File: config.mk
export PLATFORM = sky130hd
export DESIGN_NAME = rr_arbiter_4
export DESIGN_NICKNAME = d
export VERILOG_FILES = /design/src/rtl/rr_arb_pkg.sv /design/src/rtl/onehot_enc_4to2.sv /design/src/rtl/rr_arbiter_4.sv
export SDC_FILE = /design/constraint.sdc
export NUM_CORES = 1
export LEC_CHECK = 0
export CORE_UTILIZATION = 40
export CTS_CLUSTER_SIZE = 14
export DETAILED_ROUTE_END_ITERATION = 8
export MAX_ROUTING_LAYER = met4
export REMOVE_ABC_BUFFERS = 1
export SETUP_SLACK_MARGIN = 0.4
export SKIP_LAST_GASP = 1
export SLEW_MARGIN = 20
export SYNTH_ARGS = -nofsm -noshare
export SYNTH_HDL_FRONTEND = slang
export SYNTH_SLANG_ARGS = --single-unit
File: constraint.sdc
create_clock -name clk -period 2.45 [get_ports clk]
set_input_delay 0.6125 -clock clk [delete_from_list [all_inputs] [get_ports clk]]
set_output_delay 0.6125 -clock clk [all_outputs]
set_load 0.05 [all_outputs]
File: src/rtl/rr_arb_pkg.sv
// Shared types and the rotating priority search for the four-requester arbiter.
// The search result carries both the winning index and a found flag.
package rr_arb_pkg;

    localparam int NUM_REQ = 4;
    localparam int IDX_W   = 2;

    typedef enum logic {
        IDLE  = 1'b0,
        GRANT = 1'b1
    } arb_state_t;

    typedef struct packed {
        logic             found;
        logic [IDX_W-1:0] idx;
    } pick_t;

    // First set bit of req, scanning start, start+1, ... with 2-bit wraparound.
    function automatic pick_t rr_pick(input logic [NUM_REQ-1:0] req,
                                      input logic [IDX_W-1:0]   start);
        pick_t            res;
        logic [IDX_W-1:0] cand;
        res = '0;
        for (int i = 0; i < NUM_REQ; i++) begin
            cand = start + IDX_W'(i);
            if (!res.found && req[cand]) begin
                res.found = 1'b1;
                res.idx   = cand;
            end
        end
        return res;
    endfunction

endpackage

File: src/rtl/onehot_enc_4to2.sv
// One-hot to binary encoder for the next-cycle grant vector.
// An all-zero input encodes to 2'b00 so an idle arbiter reports index 0.
module onehot_enc_4to2
    import rr_arb_pkg::*;
(
    input  logic [NUM_REQ-1:0] i_onehot,
    output logic [IDX_W-1:0]   o_idx
);

    always_comb begin
        o_idx = '0;
        for (int i = 0; i < NUM_REQ; i++) begin
            if (i_onehot[i]) begin
                o_idx = o_idx | IDX_W'(i);
            end
        end
    end

endmodule

File: src/rtl/rr_arbiter_4.sv
// Four-requester round-robin arbiter with a hold limit that lets a waiting
// requester preempt an owner after MAX_HOLD consecutive cycles of ownership.
module rr_arbiter_4
    import rr_arb_pkg::*;
#(
    parameter int MAX_HOLD = 8,
    parameter int CNT_W    = 4
) (
    input  logic                 clk,
    input  logic                 rst_n,
    input  logic [NUM_REQ-1:0]   req,
    output logic [NUM_REQ-1:0]   grant,
    output logic [IDX_W-1:0]     grant_idx,
    output logic                 grant_valid,
    output logic                 preempt
);

    localparam logic [CNT_W-1:0] HOLD_LIM   = CNT_W'(MAX_HOLD);
    localparam bit               PREEMPT_EN = (MAX_HOLD != 0);

    arb_state_t          r_state;
    logic [IDX_W-1:0]    r_ptr;
    logic [CNT_W-1:0]    r_hold_cnt;
    logic [NUM_REQ-1:0]  r_grant;
    logic [IDX_W-1:0]    r_grant_idx;
    logic                r_grant_valid;
    logic                r_preempt;

    arb_state_t          w_state_nxt;
    logic [IDX_W-1:0]    w_ptr_nxt;
    logic [CNT_W-1:0]    w_cnt_nxt;
    logic [NUM_REQ-1:0]  w_grant_nxt;
    logic [IDX_W-1:0]    w_idx_nxt;
    logic                w_preempt_nxt;
    logic                w_take;
    logic [IDX_W-1:0]    w_take_idx;
    pick_t               w_pick_idle;
    pick_t               w_pick_next;

    // In GRANT the owner is masked out so the search never re-picks it.
    assign w_pick_idle = rr_pick(req, r_ptr);
    assign w_pick_next = rr_pick(req & ~r_grant, r_grant_idx + IDX_W'(1));

    // NOTE: every output of this block gets a default first, so no path leaves it unassigned and no latch is inferred.
    always_comb begin
        w_state_nxt   = r_state;
        w_ptr_nxt     = r_ptr;
        w_cnt_nxt     = r_hold_cnt;
        w_grant_nxt   = r_grant;
        w_preempt_nxt = 1'b0;
        w_take        = 1'b0;
        w_take_idx    = '0;

        unique case (r_state)
            IDLE: begin
                if (w_pick_idle.found) begin
                    w_take     = 1'b1;
                    w_take_idx = w_pick_idle.idx;
                end
            end
            GRANT: begin
                if (!req[r_grant_idx]) begin
                    // Release has priority over preemption, so no pulse here.
                    if (w_pick_next.found) begin
                        w_take     = 1'b1;
                        w_take_idx = w_pick_next.idx;
                    end else begin
                        w_state_nxt = IDLE;
                        w_grant_nxt = '0;
                        w_cnt_nxt   = '0;
                    end
                end else if (PREEMPT_EN && r_hold_cnt == HOLD_LIM && w_pick_next.found) begin
                    w_take        = 1'b1;
                    w_take_idx    = w_pick_next.idx;
                    w_preempt_nxt = 1'b1;
                end else if (r_hold_cnt < HOLD_LIM) begin
                    w_cnt_nxt = r_hold_cnt + CNT_W'(1);
                end
            end
            default: begin
                w_state_nxt = IDLE;
                w_grant_nxt = '0;
            end
        endcase

        if (w_take) begin
            w_state_nxt = GRANT;
            w_grant_nxt = {{(NUM_REQ-1){1'b0}}, 1'b1} << w_take_idx;
            w_ptr_nxt   = w_take_idx + IDX_W'(1);
            w_cnt_nxt   = CNT_W'(1);
        end
    end

    onehot_enc_4to2 u_enc (
        .i_onehot (w_grant_nxt),
        .o_idx    (w_idx_nxt)
    );

    // NOTE: sequential state uses non-blocking assignments so every register samples pre-edge values.
    always_ff @(posedge clk or negedge rst_n) begin
        if (!rst_n) begin
            r_state       <= IDLE;
            r_ptr         <= '0;
            r_hold_cnt    <= '0;
            r_grant       <= '0;
            r_grant_idx   <= '0;
            r_grant_valid <= 1'b0;
            r_preempt     <= 1'b0;
        end else begin
            r_state       <= w_state_nxt;
            r_ptr         <= w_ptr_nxt;
            r_hold_cnt    <= w_cnt_nxt;
            r_grant       <= w_grant_nxt;
            r_grant_idx   <= w_idx_nxt;
            r_grant_valid <= |w_grant_nxt;
            r_preempt     <= w_preempt_nxt;
        end
    end

    assign grant       = r_grant;
    assign grant_idx   = r_grant_idx;
    assign grant_valid = r_grant_valid;
    assign preempt     = r_preempt;

endmodule

==> results by group, run 1 <==
Worst setup path
  • Data arrival time of the critical path: 2.29 ns
  • R2R depth: 7
  • Reg-to-reg slack, setup: ~0.33 ns
  • Capturing point of the worst reg2reg path: grant_valid$_DFF_PN0_
  • Crit-path max FO: 4
  • Reg2reg start: grant_idx[0]$_DFF_PN0_
  • Critical path capture point type: flop
  • Critical path type: flop to flop
  • Worst setup SP type: flop
  • Data required time at the worst endpoint: between 2 and 3 ns

Power
  • Total power density per cell area: around 1300 nW/um^2
  • Power share of the sequential group: 0.251
  • Combinational group share of total power: 0.671
  • Max rail drop VDD: between 800 and 900 uV
  • Lkg Pwr: 0.000679 uW
  • Internal power of the cells: 1000 uW
  • Final Total Pwr: 1890 uW
  • Switching power share of the total: 0.469
  • Switch Pwr: 888 uW
  • Relative contribution of the clock network to total power: 0.078

Yosys
  • Fraction of registers with async set or reset after synthesis: 1.00
  • Cell types with the largest area share after synthesis: dfrtp_1 (37%), ha_1 (7.5%), nand2b_1 (5.6%)
  • Synthesis-stage register bit count: 15
  • Most frequently used flop master after synthesis: dfrtp_1
  • Most used standard cells in the synthesized netlist: dfrtp_1 (15), nand2_1 (14), nand2b_1 (9)
  • Syn Std Cell Area: 1010 sq um
  • Most instantiated library cell after synthesis: dfrtp_1
  • Distinct cells, synth: 39
  • Cell taking the most area after synthesis: dfrtp_1
  • Warnings, synthesis: 0
  • Number of enable-type register cells in the synthesized netlist: 0
  • Portion of the post-synthesis area used by sequential elements: 0.373
  • Yosys top cell area share: 0.373
  • Average size of a mapped cell: 9.24 sq um
  • Number of standard cells after synthesis: approximately 110

Layout
  • End-of-flow core utilization: 0.637
  • Ant diodes: 0
  • Filler instances: 200
  • Area of all placed cells without fillers: 1460 sq um
  • Synth-to-layout area growth: 45.2%
  • Number of nets in the final layout: 159
  • Fraction of final layout cells with drive strength greater than 1: 0.363

Hold path
  • WHS Endpoint: r_hold_cnt[2]$_DFFE_PN0P_
  • Instance count along the most critical hold path: 1
  • Path category of the worst min-delay check: flop to flop
  • Startpoint of the tightest hold check path: r_hold_cnt[2]$_DFFE_PN0P_

Global routing
  • Initial antenna violation count: 0
  • Grt total ovfl: 0
  • Overall track demand over capacity in global routing: 0.250
  • Maximum number of pins on one net before global-route repair: 16
  • Number of global-route vias before repair: 1035
  • Wire length of the first global-routing pass: between 4000 and 5000 microns

Clock tree
  • Hold buffer count at cts: 0
  • CTS tree: done
  • Maximum buffer depth of the clock tree: 2
  • Maximum level of the CTS H-tree: 1
  • Root Buffer: clkbuf_4
  • Clock-pin slew on the worst setup and hold paths: roughly 0.090 ns
  • Num Clock Sinks: 15
  • Number of buffers added by the clock tree synthesis step: 3
  • Clock latency at the later pin of the worst-skew pair: 0.29 ns

Floorplanning
  • Floorplan Core Area: between 2000 and 2500 sq um
  • Die area: between 2000 and 3000 sq um
  • Die extent in y: between 50 and 60 microns
  • Standard-cell rows: 17
  • Chip Width: around 52 microns
  • Initial core utilization: 0.438
  • Ports placed on the boundary: 14

STA
  • Min Tclk post-route: 2.12 ns
  • Peak clock frequency supported by timing: around 0.47 GHz
  • Worst max-slew margin expressed relative to the limit: 0.540
  • Worst hold margin: 0.548 ns
  • Number of endpoints failing setup at the final stage: 0
  • PnR worst setup slack: 0.331 ns
  • Final number of max-transition violations: 0
  • Crit share post-route: 0.865
  • Final worst clock skew: approximately 0.0028 ns
  • Final hold violation count: 0
  • Unrepaired setup endpoints after global routing: true
  • Worst-Margin Slew: between 0.6 and 0.7 ns

Detailed routing
  • Post-detailed-route via-to-cell ratio: roughly 5.7
  • Pre-Repair DR Iteration Count: 4
  • Number of design-rule violations left by the first detailed-router iteration: 18
  • Antenna Nets Post-Route: 0
  • Wire length per cell after detailed routing: 16.4 microns
  • Via Count: about 1000
  • Remaining design rule violation count: 0
  • Final wirelength: between 2000 and 3000 microns

Placed design
  • Post-placement worst setup slack: -0.393 ns
  • Placed cell areas: 1290 sq um
  • Total of buffers placed on input and output ports: 13
  • Post-detailed-placement half-perimeter wirelength: 1990 microns
  • Global placement routability congestion: between 0.8 and 0.9

Run status
  • Status: complete, no violations

Job
  • Maxcap violations: 0
sequential cells by signal, indices dropped and copies added (netlist names):
| name | flops |
|---|---|
| grant_valid | 1 |
| r_state | 1 |
| r_hold_cnt | 4 |
| r_ptr | 2 |
| grant | 4 |
| preempt | 1 |
| grant_idx | 2 |
placed cells by master, fill, tap and decap left out, types with 2 or more instances in the layout:
cell type	netlist	routed
buf_4	0	17
nand2_1	14	14
dfrtp_1	15	12
nand2b_1	9	8
nor2_1	6	6
o21ai_1	7	6
dlygate4sd2_1	0	6
buf_6	1	6
inv_1	6	5
a21oi_1	6	5
buf_2	0	4
o31a_1	3	3
ha_4	0	3
clkbuf_4	0	3
dfrtp_2	0	3
a32oi_1	2	2
nand3b_1	2	2
o31ai_2	0	2
a21o_1	2	2
ha_1	6	2
dlymetal6s2s_1	0	2
kinds of logic (layout without fill, tap and decap cells):
logic type,count (synthesis),in the layout,synth area share
AOI/OAI and AO/OA,35,35,0.248
adders and majority gates,6,6,0.0745
buffers and inverters,9,46,0.0410
DFF,15,15,0.373
muxes,2,2,0.0335
and+or+nand+nor,42,42,0.230
worst max path at each step:
stage,start,endpoint,slack (ns),cells past startpoint
3_5_place_dp,req[1],grant_valid$_DFF_PN0_,-0.39,8
4_1_cts,req[3],grant_valid$_DFF_PN0_,0.24,8
3_3_place_gp,req[1],grant_valid$_DFF_PN0_,-0.28,8
6_report,grant_idx[0]$_DFF_PN0_,grant_valid$_DFF_PN0_,0.33,7
5_1_grt,grant_idx[0]$_DFF_PN0_,grant_valid$_DFF_PN0_,0.26,7
2_1_floorplan,grant_idx[0]$_DFF_PN0_,grant_valid$_DFF_PN0_,-0.002,7
power groups by stage:
stage	combinational [uW]	sequential, uW	clock [uW]
after floorplan	492	607	0
after global placement	980	472	0
after detailed placement	1010	474	0
after CTS	1120	467	145
after global routing	1370	494	151
final	1270	475	148
critical path, stage by stage (launching register included):
cell and delay [ns]:
dfrtp_2 0.41, mux4_2 0.54, a21oi_2 0.18, nand3_2 0.11, o31a_1 0.18, ha_4 0.19
o41ai_4 0.27, o21ai_1 0.11
metrics by stage:
step,cells,TNS (ns)
2_1_floorplan,106,-0.00180
3_3_place_gp,165,-1.45
3_5_place_dp,165,-1.72
4_1_cts,171,0
5_1_grt,174,0
6_report,174,0
area by class of cell:
type                            count  area (sq um)  area share
Clock buffer                        4          26.3      0.0180
Sequential cell                    15           379       0.259
Timing Repair Buffer               36           303       0.207
Tap cell                           28          35.0      0.0240
Multi-Input combinational cell     85           697       0.476
Inverter                            6          22.5      0.0154
routing by layer:
layer,routed length [microns],global-route usage,part of all wire,vias to the layer above
li1,-,-,-,467
met1,1190,0.288,0.42,497
met2,1510,0.429,0.53,23
met3,80,0.0232,0.028,8
met4,72,0.132,0.025,0
met5,0,-,0,-
repair_timing:
action | CTS | global route
pin swaps | 9 | 8
setup buffers | 2 | 3
endpoints found under the setup margin | 19 | 11
gates cloned | 0 | 0
gates resized for setup | 37 | 18
No activity file was read; power rests on OpenSTA's default activity.
==> inputs of run 2 (changes only) <==
- CORE_MARGIN: not set -> 2
==> results by group, run 2 (synthesized netlist as in run 1, its figures left out) <==
Clock tree
  • CTS tree: done (unchanged)
  • Clock latency at the later pin of the worst-skew pair: 0.28 ns (was 0.29 ns)
  • Maximum buffer depth of the clock tree: 2 (unchanged)
  • Maximum level of the CTS H-tree: 1 (unchanged)
  • Hold buffer count at cts: 0 (unchanged)
  • Clock-pin slew on the worst setup and hold paths: 0.09 ns (about the same)
  • Number of buffers added by the clock tree synthesis step: 3 (unchanged)
  • Num Clock Sinks: 15 (unchanged)
  • Root Buffer: clkbuf_4 (unchanged)

Detailed routing
  • Remaining design rule violation count: 0 (unchanged)
  • Post-detailed-route via-to-cell ratio: 5.44 (was 5.72)
  • Antenna Nets Post-Route: 0 (unchanged)
  • Wire length per cell after detailed routing: 13.9 microns (was 16.4 microns)
  • Top routing layer in use: met4 (unchanged)
  • Via Count: 946 (was 995)
  • Routed wire length on met3: 93 microns (was 80 microns)
  • Routed metal-1 wire length: 1190 microns (about the same)
  • Total length of routed met2 wires: 1110 microns (was 1510 microns)
  • Pre-Repair DR Iteration Count: 4 (unchanged)
  • Number of design-rule violations left by the first detailed-router iteration: 15 (was 18)
  • Final wirelength: 2430 microns (was 2850 microns)

STA
  • Worst max-slew margin expressed relative to the limit: 0.553 (was 0.540)
  • Peak clock frequency supported by timing: 0.464 GHz (was 0.472 GHz)
  • Worst-Margin Slew: 0.669 ns (was 0.687 ns)
  • Min Tclk post-route: 2.16 ns (was 2.12 ns)
  • Unrepaired setup endpoints after global routing: true (unchanged)
  • Crit share post-route: 0.880 (was 0.865)
  • Final number of max-transition violations: 0 (unchanged)
  • Final hold violation count: 0 (unchanged)
  • Number of endpoints failing setup at the final stage: 0 (unchanged)
  • Worst hold margin: 0.554 ns (was 0.548 ns)
  • Setup total negative slack: 0 ns (unchanged)
  • Final worst clock skew: 0.00997 ns (was 0.00275 ns)

Placed design
  • Post-detailed-placement half-perimeter wirelength: 1820 microns (was 1990 microns)
  • Placed cells: 167 (was 165)
  • Placed cell areas: 1290 sq um (about the same)
  • Total of buffers placed on input and output ports: 13 (unchanged)
  • Global placement routability congestion: 0.854 (was 0.839)

Power
  • Max rail drop VDD: 906 uV (was 884 uV)
  • Lkg Pwr: 0.000669 uW (was 0.000679 uW)
  • Total power density per cell area: 1240 nW/um^2 (was 1290 nW/um^2)
  • Power share of the sequential group: 0.267 (was 0.251)
  • Switch Pwr: 807 uW (was 888 uW)
  • Switching power share of the total: 0.461 (was 0.469)
  • Combinational group share of total power: 0.653 (was 0.671)
  • Relative contribution of the clock network to total power: 0.079 (was 0.078)
  • Final Total Pwr: 1750 uW (was 1890 uW)
  • Internal power of the cells: 945 uW (was 1000 uW)

Layout
  • FF/Latch Area: 377 sq um (was 379 sq um)
  • Most common cell after layout, fill and taps aside: buf_4 (unchanged)
  • Fraction of final layout cells with drive strength greater than 1: 0.306 (was 0.363)
  • Area of all placed cells without fillers: 1410 sq um (was 1460 sq um)
  • Final cell count without fillers: 174 (unchanged)
  • Ant diodes: 0 (unchanged)
  • Commonest non-fill, non-tap cells in the layout: buf_4 (16), nand2_1 (14), dfrtp_1 (14), nand2b_1 (9), o21ai_1 (8) (was buf_4 (17), nand2_1 (14), dfrtp_1 (12), nand2b_1 (8))
  • Area of the multi-input gates: 662 sq um (was 697 sq um)
  • Filler instances: 232 (was 200)
  • Synth-to-layout area growth: 40.0% (was 45.2%)
  • Number of nets in the final layout: 157 (was 159)

Global routing
  • Wire length of the first global-routing pass: 4120 microns (was 4810 microns)
  • Number of global-route vias before repair: 900 (was 1035)
  • Grt total ovfl: 0 (unchanged)
  • Maximum number of pins on one net before global-route repair: 16 (unchanged)
  • Initial antenna violation count: 0 (unchanged)
  • Overall track demand over capacity in global routing: 0.202 (was 0.250)

Worst setup path
  • Critical path capture point type: flop (unchanged)
  • Critical path type: flop to flop (unchanged)
  • Worst setup SP type: flop (unchanged)
  • Data required time at the worst endpoint: 2.62 ns (about the same)
  • Crit-path max FO: 3 (was 4)
  • Data arrival time of the critical path: 2.32 ns (was 2.29 ns)

Floorplanning
  • Die extent in y: 54.2 microns (was 52.2 microns)
  • Die area: 2940 sq um (was 2720 sq um)
  • Floorplan Core Area: 2430 sq um (was 2300 sq um)
  • Initial core utilization: 0.414 (was 0.438)
  • Chip Width: 54.2 microns (was 52.2 microns)
  • Ports placed on the boundary: 14 (unchanged)
  • Standard-cell rows: 18 (was 17)

Hold path
  • Path category of the worst min-delay check: flop to flop (unchanged)

Run status
  • Status: complete, no violations (unchanged)

Job
  • Maxcap violations: 0 (unchanged)
run 2: metal layers:
metal | track usage | up-vias
met5 | - | -
met4 | 0.0625 | 0
met3 | 0.0528 | 4
met2 | 0.311 | 20
met1 | 0.260 | 455
li1 | - | 467
run 2: worst paths after layout:
path	start	end	slack [ns]	cells after the start
setup / recovery	grant_idx[0]$_DFF_PN0_	r_ptr[1]$_DFFE_PN0P_	0.29	6
hold / removal	r_hold_cnt[2]$_DFFE_PN0P_	r_hold_cnt[2]$_DFFE_PN0P_	0.55	1
setup reg to reg	grant_idx[0]$_DFF_PN0_	r_ptr[1]$_DFFE_PN0P_	0.29	6
hold reg to reg	r_hold_cnt[2]$_DFFE_PN0P_	r_hold_cnt[2]$_DFFE_PN0P_	0.55	1
max in group asynchronous	rst_n	grant[1]$_DFF_PN0_	1.25	1
min in group asynchronous	rst_n	grant[3]$_DFF_PN0_	0.73	1
run 2: final cells by class:
| cell class | count | share of cell area |
|---|---|---|
| multi-input cells | 85 | 0.469 |
| well taps | 30 | 0.0266 |
| inverters | 6 | 0.0160 |
| clock inverters | 1 | 0.00355 |
| repair buffers | 34 | 0.201 |
| clock buffers | 3 | 0.0160 |
| flip-flops and latches | 15 | 0.267 |
run 2: critical path: stages (launching register included):
cell      delay [ns]
dfrtp_1         0.41
mux4_2          0.57
buf_4           0.16
buf_6           0.11
and3_1          0.18
a211oi_4        0.29
mux2_4          0.33
run 2: power by group through the flow:
stage	combinational [uW]	sequential, uW	clock [uW]
after global placement	978	470	0
after global routing	1250	488	161
after detailed placement	996	475	0
after floorplan	492	607	0
final	1140	468	139
after CTS	1100	468	145
run 2: what timing repair did:
action | CTS | global route
pin swaps | 8 | 1
cloned | 0 | 0
hold endpoints to repair | 0 | 0
endpoints found under the setup margin | 18 | 10
buffers inserted | 1 | 2
gates resized for setup | 37 | 7
run 2: stage by stage:
step	utilization	setup WS (ns)
detailed placement	0.531	-0.350
global route	0.580	0.204
CTS	0.563	0.263
global placement	0.531	-0.287
finish	0.580	0.293
floorplan	-	-0.00180
==> inputs of run 3 (changes only) <==
- RECOVER_POWER: not set -> 100
- SETUP_SLACK_MARGIN: 0.4 -> 0.15
==> results by group, run 3 (synthesized netlist as in run 1, its figures left out) <==
Global routing
  • Grt total ovfl: 0 (unchanged)
  • Initial antenna violation count: 0 (unchanged)
  • Maximum number of pins on one net before global-route repair: 16 (unchanged)
  • Wire length of the first global-routing pass: 3940 microns (was 4120 microns)
  • Overall track demand over capacity in global routing: 0.195 (was 0.202)
  • Number of global-route vias before repair: 863 (was 900)

Power
  • Total power density per cell area: 1200 nW/um^2 (was 1240 nW/um^2)
  • Max rail drop VDD: 915 uV (was 906 uV)
  • Combinational group share of total power: 0.612 (was 0.653)
  • Relative contribution of the clock network to total power: 0.088 (was 0.079)
  • Internal power of the cells: 826 uW (was 945 uW)
  • Switching power share of the total: 0.469 (was 0.461)
  • Switch Pwr: 731 uW (was 807 uW)
  • Lkg Pwr: 0.000601 uW (was 0.000669 uW)
  • Power share of the sequential group: 0.299 (was 0.267)

STA
  • Number of endpoints failing setup at the final stage: 0 (unchanged)
  • Worst-Margin Slew: 0.662 ns (was 0.669 ns)
  • PnR worst setup slack: 0.141 ns (was 0.293 ns)
  • Unrepaired setup endpoints after global routing: true (unchanged)
  • Final worst clock skew: 0.0110 ns (was 0.00997 ns)
  • Final number of max-transition violations: 0 (unchanged)
  • Final hold violation count: 0 (unchanged)
  • Min Tclk post-route: 2.31 ns (was 2.16 ns)
  • Worst hold margin: 0.554 ns (about the same)
  • Worst max-slew margin expressed relative to the limit: 0.557 (was 0.553)
  • Crit share post-route: 0.943 (was 0.880)
  • Peak clock frequency supported by timing: 0.433 GHz (was 0.464 GHz)

Floorplanning
  • Ports placed on the boundary: 14 (unchanged)
  • Die extent in y: 54.2 microns (unchanged)
  • Initial core utilization: 0.414 (unchanged)
  • Standard-cell rows: 18 (unchanged)
  • Floorplan Core Area: 2430 sq um (unchanged)
  • Die area: 2940 sq um (unchanged)
  • Chip Width: 54.2 microns (unchanged)

Worst setup path
  • Slowest stage delay, CP: 0.29 ns (was 0.57 ns)
  • Critical path type: primary input to flop (was flop to flop)
  • Crit path max-delay cell type: o41ai_1 (was mux4_2)
  • Reg-to-reg slack, setup: 0.29 ns (about the same)
  • Critical path capture point type: flop (unchanged)
  • Reg2reg start: grant[2]$_DFF_PN0_ (was grant_idx[0]$_DFF_PN0_)
  • Crit-path cells: dlygate4sd2_1 -> buf_6 -> nor3b_1 -> a32oi_1 -> o211ai_1 -> a31o_2 -> buf_4 -> ha_1 -> o41ai_1 -> o21ai_1 (was mux4_2 -> buf_4 -> buf_6 -> and3_1 -> a211oi_4 -> mux2_4)
  • Data required time at the worst endpoint: 2.60 ns (was 2.62 ns)
  • Worst setup SP type: primary input (was flop)
  • Capturing point of the worst reg2reg path: grant_valid$_DFF_PN0_ (was r_ptr[1]$_DFFE_PN0P_)
  • Data arrival time of the critical path: 2.46 ns (was 2.32 ns)
  • R2R depth: 8 (was 6)
  • Crit-path max FO: 6 (was 3)

Hold path
  • Path category of the worst min-delay check: flop to flop (unchanged)
  • Startpoint of the tightest hold check path: r_hold_cnt[2]$_DFFE_PN0P_ (unchanged)
  • WHS Endpoint: r_hold_cnt[2]$_DFFE_PN0P_ (unchanged)
  • Instance count along the most critical hold path: 1 (unchanged)

Layout
  • End-of-flow core utilization: 0.534 (was 0.580)
  • Synth-to-layout area growth: 28.9% (was 40.0%)
  • Number of nets in the final layout: 154 (was 157)
  • Ant diodes: 0 (unchanged)
  • Fraction of final layout cells with drive strength greater than 1: 0.184 (was 0.306)
  • Most common cell after layout, fill and taps aside: dfrtp_1 (was buf_4)
  • Filler instances: 242 (was 232)
  • Commonest non-fill, non-tap cells in the layout: dfrtp_1 (15), nand2_1 (14), buf_4 (14), nand2b_1 (9), dlygate4sd3_1 (8) (was buf_4 (16), nand2_1 (14), dfrtp_1 (14), nand2b_1 (9), o21ai_1 (8))

Detailed routing
  • Post-detailed-route via-to-cell ratio: 5.46 (was 5.44)
  • Pre-Repair DR Iteration Count: 4 (unchanged)
  • Via Count: 933 (was 946)
  • Antenna Nets Post-Route: 0 (unchanged)
  • Wire length per cell after detailed routing: 13.5 microns (was 13.9 microns)
  • Number of design-rule violations left by the first detailed-router iteration: 12 (was 15)
  • Remaining design rule violation count: 0 (unchanged)
  • Final wirelength: 2300 microns (was 2430 microns)

Clock tree
  • Clock-pin slew on the worst setup and hold paths: 0.09 ns (about the same)
  • Number of buffers added by the clock tree synthesis step: 3 (unchanged)
  • Root Buffer: clkbuf_4 (unchanged)
  • Clock latency at the later pin of the worst-skew pair: 0.28 ns (about the same)
  • Setup repair bufs after CTS: 0 (was 1)
  • Maximum level of the CTS H-tree: 1 (unchanged)
  • CTS tree: done (unchanged)
  • Maximum buffer depth of the clock tree: 2 (unchanged)
  • Num Clock Sinks: 15 (unchanged)

Placed design
  • Total of buffers placed on input and output ports: 13 (unchanged)
  • Post-placement worst setup slack: -0.350 ns (unchanged)
  • Global placement routability congestion: 0.854 (unchanged)
  • Post-detailed-placement half-perimeter wirelength: 1820 microns (unchanged)

Run status
  • Status: complete, no violations (unchanged)

Job
  • Maxcap violations: 0 (unchanged)
[run 3: cell count changes in the layout (fill, tap and decap cells not counted), sizes merged]
cell / change
buf: -10
dlygate4sd3: +8
clkbuf: +4
dlygate4sd2: -2
dlymetal6s2s: -2
clkdlybuf4s50: -1
[run 3: worst max-delay path, delay by kind of cell]
kind,cells,cell delay (ns)
buf+inv,3,0.52
compound gates,5,0.97
simple gates,1,0.13
fa+ha+maj,1,0.22
[run 3: layout make-up]
class                   count  area, sq um  share of cell area
clock inverters             1         5.00             0.00385
flip-flops and latches     15          375               0.289
well taps                  30         37.5              0.0289
multi-input cells          85          589               0.454
clock buffers               3         22.5              0.0173
repair buffers             31          246               0.190
inverters                   6         22.5              0.0173
[run 3: routing by layer]
layer  wire [microns]  global-route usage
met4               31              0.0750
met5                0                   -
met2             1030               0.283
met3               80              0.0472
met1             1160               0.260
[run 3: power groups by stage]
stage	Sequential [uW]	Combinational, uW	Clock (uW)
5_1_grt	488	1050	161
4_1_cts	470	1030	145
3_3_place_gp	470	978	0
3_5_place_dp	475	996	0
6_report	466	953	137
2_1_floorplan	607	492	0
[run 3: repair_timing]
action,CTS,global route
gates resized for setup,9,2
hold buffers,0,0
pin swaps,5,4
setup endpoints to repair,6,3
[run 3: metrics by stage]
stage               setup TNS [ns]  total power (uW)  cells  instance area [sq um]
finish                           0              1560    171                   1300
global route                     0              1700    171                   1300
CTS                              0              1650    171                   1330
detailed placement           -1.73              1470    167                   1290
global placement             -1.41              1450    167                   1290
floorplan                 -0.00180              1100    106                    988
[run 3: worst max-delay path by stage]
stage	start	to	slack [ns]	cells past startpoint
finish	req[3]	grant_valid$_DFF_PN0_	0.14	10
global route	req[3]	grant_valid$_DFF_PN0_	0.07	10
CTS	req[3]	grant_valid$_DFF_PN0_	0.18	8
detailed placement	req[2]	grant_valid$_DFF_PN0_	-0.35	8
global placement	req[2]	grant_valid$_DFF_PN0_	-0.29	8
floorplan	grant_idx[0]$_DFF_PN0_	grant_valid$_DFF_PN0_	-0.002	7
